===== src/rtl/mag_window_stats.sv =====
// Sliding-window statistics on magnitude samples: moving average over the last
// DEPTH samples, peak/min since clear, and a sticky over-threshold alarm.
module mag_window_stats #(
    parameter int DATA_W     = 8,
    parameter int LOG2_DEPTH = 3
) (
    input  logic                  clk,
    input  logic                  rst,
    input  logic                  in_valid,
    input  logic [DATA_W-1:0]     in_data,
    input  logic                  clear,
    input  logic [DATA_W-1:0]     thresh,
    output logic [DATA_W-1:0]     avg_out,
    output logic                  avg_valid,
    output logic [DATA_W-1:0]     peak_out,
    output logic [DATA_W-1:0]     min_out,
    output logic                  alarm,
    output logic [LOG2_DEPTH:0]   fill_count
);

    // state   | meaning
    // EMPTY   | no samples held since reset/clear
    // FILLING | 1..DEPTH-1 samples held, average not yet valid
    // FULL    | window holds DEPTH samples, avg_valid asserted

    localparam int DEPTH  = 1 << LOG2_DEPTH;
    localparam int SUM_W  = DATA_W + LOG2_DEPTH;
    localparam int FILL_W = LOG2_DEPTH + 1;

    typedef enum logic [1:0] {EMPTY, FILLING, FULL} state_t;

    state_t                  state;
    logic [DATA_W-1:0]       sample_buf [DEPTH];
    logic [SUM_W-1:0]        sum;
    logic [SUM_W-1:0]        sum_new;
    logic [LOG2_DEPTH-1:0]   wr_ptr;
    logic                    alarm_cond;

    // Evicted slot is zero while filling, so one update rule covers every state.
    assign sum_new    = sum + SUM_W'(in_data) - SUM_W'(sample_buf[wr_ptr]);
    assign alarm_cond = avg_valid && (avg_out > thresh);

    always_ff @(posedge clk or posedge rst) begin
        if (rst) begin
            for (int i = 0; i < DEPTH; i++) sample_buf[i] <= '0;
            sum        <= '0;
            wr_ptr     <= '0;
            fill_count <= '0;
            avg_out    <= '0;
            avg_valid  <= 1'b0;
            peak_out   <= '0;
            min_out    <= '1;
            alarm      <= 1'b0;
            state      <= EMPTY;
        end else if (clear) begin
            for (int i = 0; i < DEPTH; i++) sample_buf[i] <= '0;
            sum        <= '0;
            wr_ptr     <= '0;
            fill_count <= '0;
            avg_out    <= '0;
            avg_valid  <= 1'b0;
            peak_out   <= '0;
            min_out    <= '1;
            alarm      <= 1'b0;
            state      <= EMPTY;
        end else begin
            alarm <= alarm | alarm_cond;
            if (in_valid) begin
                sample_buf[wr_ptr] <= in_data;
                sum                <= sum_new;
                wr_ptr             <= wr_ptr + LOG2_DEPTH'(1);
                avg_out            <= sum_new[SUM_W-1:LOG2_DEPTH];
                if (in_data > peak_out) peak_out <= in_data;
                if (in_data < min_out)  min_out  <= in_data;
                case (state)
                    EMPTY, FILLING: begin
                        fill_count <= fill_count + FILL_W'(1);
                        if (fill_count == FILL_W'(DEPTH - 1)) begin
                            state     <= FULL;
                            avg_valid <= 1'b1;
                        end else begin
                            state <= FILLING;
                        end
                    end
                    default: state <= FULL;
                endcase
            end
        end
    end

endmodule


===== config.mk =====
export PLATFORM = sky130hd
export DESIGN_NAME = mag_window_stats
export DESIGN_NICKNAME = d
export VERILOG_FILES = /design/src/rtl/mag_window_stats.sv
export SDC_FILE = /design/constraint.sdc
export NUM_CORES = 1
export LEC_CHECK = 0
export BUFFER_PORTS_ARGS = -buffer_cell sky130_fd_sc_hd__buf_2
export CORE_UTILIZATION = 30
export DETAILED_ROUTE_END_ITERATION = 12
export PLACE_DENSITY = 0.55
export SLEW_MARGIN = 20
export SYNTH_ARGS = -nofsm -noshare
export SYNTH_HDL_FRONTEND = slang
export SYNTH_SLANG_ARGS = --single-unit
export TNS_END_PERCENT = 5

===== constraint.sdc =====
create_clock -name clk -period 4.7 [get_ports clk]
set_input_delay 0.705 -clock clk [delete_from_list [all_inputs] [get_ports clk]]
set_output_delay 0.705 -clock clk [all_outputs]
set_load 0.02 [all_outputs]

==> flow_metrics.env <==
export IMPL_r2r_end="avg_out[7]"
export IMPL_critPathArrivalTime_ps=4410
export IMPL_switching_share=0.344
export IMPL_cts_setup_buffers=0
export IMPL_drive_gt1_frac=0.156
export IMPL_power_switching_mw=0.906
export IMPL_synth_distinct_cells=56
export IMPL_core_area_sq_mm=0.0197
export IMPL_finalSetupTns_ps=0
export IMPL_synth_edf_count=0
export IMPL_fillers=1989
export IMPL_clock_skew_ps=9.99
export IMPL_syn_inst=669
export IMPL_dr_total_vias=4855
export IMPL_crit_path_cell_trace="mux4_2 > mux2_2 > fa_1 > inv_1 > ha_1 > a211o_1 > a21o_1 > or4_4 > o211ai_2 > mux2_1"
export IMPL_clockBufferDepth=2
export IMPL_synth_async_reset_ratio=1.00
export IMPL_grt_use_total=0.163
export IMPL_initial_utilization=0.310
export IMPL_final_hold_violation_count=0
export IMPL_grt_max_degree=67
export IMPL_reg2reg_setup_slack_ps=530
export IMPL_cpPeakStageDelay_ps=840
export IMPL_ctsHoldBuffers=0
export IMPL_cp_end_kind="flip-flop"
export IMPL_slew_viol_final=0
export IMPL_power_frac_seq=0.373
export IMPL_maxCapViolations=0
export IMPL_final_common_cell="nand2_1"
export IMPL_clockRootBuffer="clkbuf_16"
export IMPL_power_internal_mw=1.73
export IMPL_worstHoldStart="state[1]"
export IMPL_ys_seq_area_frac=0.415
export IMPL_drc_errors=0
export IMPL_cp_data_required_time_ps=4930
export IMPL_ys_seq_elements=101
export IMPL_rr_worst_depth=10
export IMPL_cp_slowest_cell="dfrtp_1"
export IMPL_dr_first_iter_drc_count=395
export IMPL_layout_setup_ws_ps=530
export IMPL_cts_buffers=9
export IMPL_syn_area_sq_mm=0.00611
export IMPL_post_drt_wl_per_cell_um=16.6
export IMPL_power_leakage_nw=3.07
export IMPL_tightest_slew_ps=982
export IMPL_rsz0062_at_grt="no"
export IMPL_outcome="finished, final reports clean"
export IMPL_grt_pass1_wl_um=25800
export IMPL_dp_hpwl_um=11000
export IMPL_path_class="reg2reg"
export IMPL_hold_class="reg2reg"
export IMPL_multi_input_area_sq_mm=0.00313
export IMPL_fmax_ghz=0.240
export IMPL_first_pass_iters=5
export IMPL_die_h_um=145
export IMPL_busiest_layer="met2"
export IMPL_max_slew_margin=0.340
export IMPL_cts_sinks=101
export IMPL_fin_crit_sh=0.887
export IMPL_gr_usage_met1=0.231
export IMPL_power_density_mw_per_mm2=383
export IMPL_period_needed_ps=4170
export IMPL_holdPathEnd="state[1]"
export IMPL_port_buffer_count=49
export IMPL_grt_pass1_vias=4620
export IMPL_dp_slack_ps=528
export IMPL_clk_pin_slew_worst_paths_ps=70
export IMPL_antenna_found_initial=0
export IMPL_syn_nets=733
export IMPL_power_share_clock=0.317
export IMPL_regArea_sq_mm=0.00254
export IMPL_area_growth_pct=12.5
export IMPL_ios=50
export IMPL_critPathMaxFanout=18
export IMPL_fp_dieArea_sq_mm=0.0210
export IMPL_grt_ovfl_total=0
export IMPL_layout_common_cells="nand2_1, dfrtp_1, a21oi_1"
export IMPL_rows=51
export IMPL_clock_latency_ps=350
export IMPL_use_met3=0.0257
export IMPL_p_comb_frac=0.310
export IMPL_regToRegStartpoint="wr_ptr[0]"
export IMPL_finalSetupViolCount=0
export IMPL_vias_per_cell=5.05
export IMPL_ctsResizeCount=0
export IMPL_fp_dieW_um=145
export IMPL_ir_drop_uv=162
export IMPL_ys_warn_count=0
export IMPL_postRouteAntennaNets=0
export IMPL_cts_tree="yes"
export IMPL_final_nets=756
export IMPL_cts_max_level=3
export IMPL_synth_ff_type="dfrtp_1"
export IMPL_synth_avg_cell_area_sq_um=9.14
export IMPL_place_congestion=0.863
export IMPL_routed_wirelength_um=16000
export IMPL_antenna_cells=0
export IMPL_hold_path_depth=2
export IMPL_startpoint_type="flip-flop"
export IMPL_grtUsageMet2=0.249
[state kept, by name, summed over array words and instances (netlist names)]
name        count
sample_buf     64
avg_out         8
min_out         8
peak_out        8
fill_count      4
sum             3
wr_ptr          3
alarm           1
avg_valid       1
state           1
[power groups by stage]
stage,logic (mW),clock network [mW],registers [mW]
floorplan,0.652,0,0.995
global placement,0.806,0,1.00
detailed placement,0.811,0,1.00
CTS,0.816,0.855,0.985
global route,0.925,0.885,0.993
finish,0.816,0.836,0.984
[metal layers]
| layer | wire length (um) | vias up |
|---|---|---|
| met3 | 585 | 21 |
| met2 | 7170 | 110 |
| met1 | 7960 | 2381 |
| met5 | 0 | - |
| met4 | 265 | 0 |
| li1 | - | 2343 |
[synth_stat cells (all sizes together) (15+ instances only)]
cell type / number / area (sq um)
o21ai: 19 / 95.1
nand3: 18 / 90.1
a21oi: 73 / 365
mux2i: 31 / 310
dfrtp: 93 / 2330
o211ai: 18 / 140
nand2: 103 / 387
nor2: 52 / 200
inv: 61 / 229
buf: 15 / 98.9
clkbuf: 32 / 120
ha: 36 / 450
[final cells by class]
type / count / share of cell area
multi-input combinational: 460 / 0.455
timing repair buffer: 59 / 0.0465
sequential: 101 / 0.369
clock buffer: 10 / 0.0347
clock inverter: 6 / 0.0135
inverter: 61 / 0.0336
tap: 265 / 0.0482
[stage by stage]
stage	total power, mW	hold slack [ps]	cells	instance area [sq um]	util
after detailed placement	1.81	485	946	6550	0.332
after global routing	2.80	542	962	6880	0.349
final	2.64	492	962	6880	0.349
after CTS	2.66	500	962	6880	0.349
after global placement	1.81	479	946	6550	0.332
after floorplan	1.65	463	669	6110	-
[critical path, delay by kind of cell, from the launching register on]
kind	cells	cell delay (ps)
flip-flops	1	840
adder cells (fa/ha/maj)	2	880
AND/OR/NAND/NOR	1	530
AO/OA/AOI/OAI	3	570
buffers and inverters	1	40
multiplexers	3	1200
[cell families after synthesis]
logic type / synth area share
xor+xnor: 0.00573
buf+inv: 0.0733
compound gates: 0.148
flops: 0.415
simple gates: 0.157
mux: 0.100
fa+ha+maj: 0.0999
[worst max-delay path by stage]
stage | from | to | slack [ps]
after floorplan | wr_ptr[1] | avg_out[7] | 770
after global placement | wr_ptr[0] | avg_out[7] | 570
after detailed placement | wr_ptr[0] | avg_out[7] | 530
after CTS | wr_ptr[0] | avg_out[7] | 510
after global routing | wr_ptr[0] | avg_out[7] | 310
final | wr_ptr[0] | avg_out[7] | 530
No activity file was read; power rests on OpenSTA's default activity.
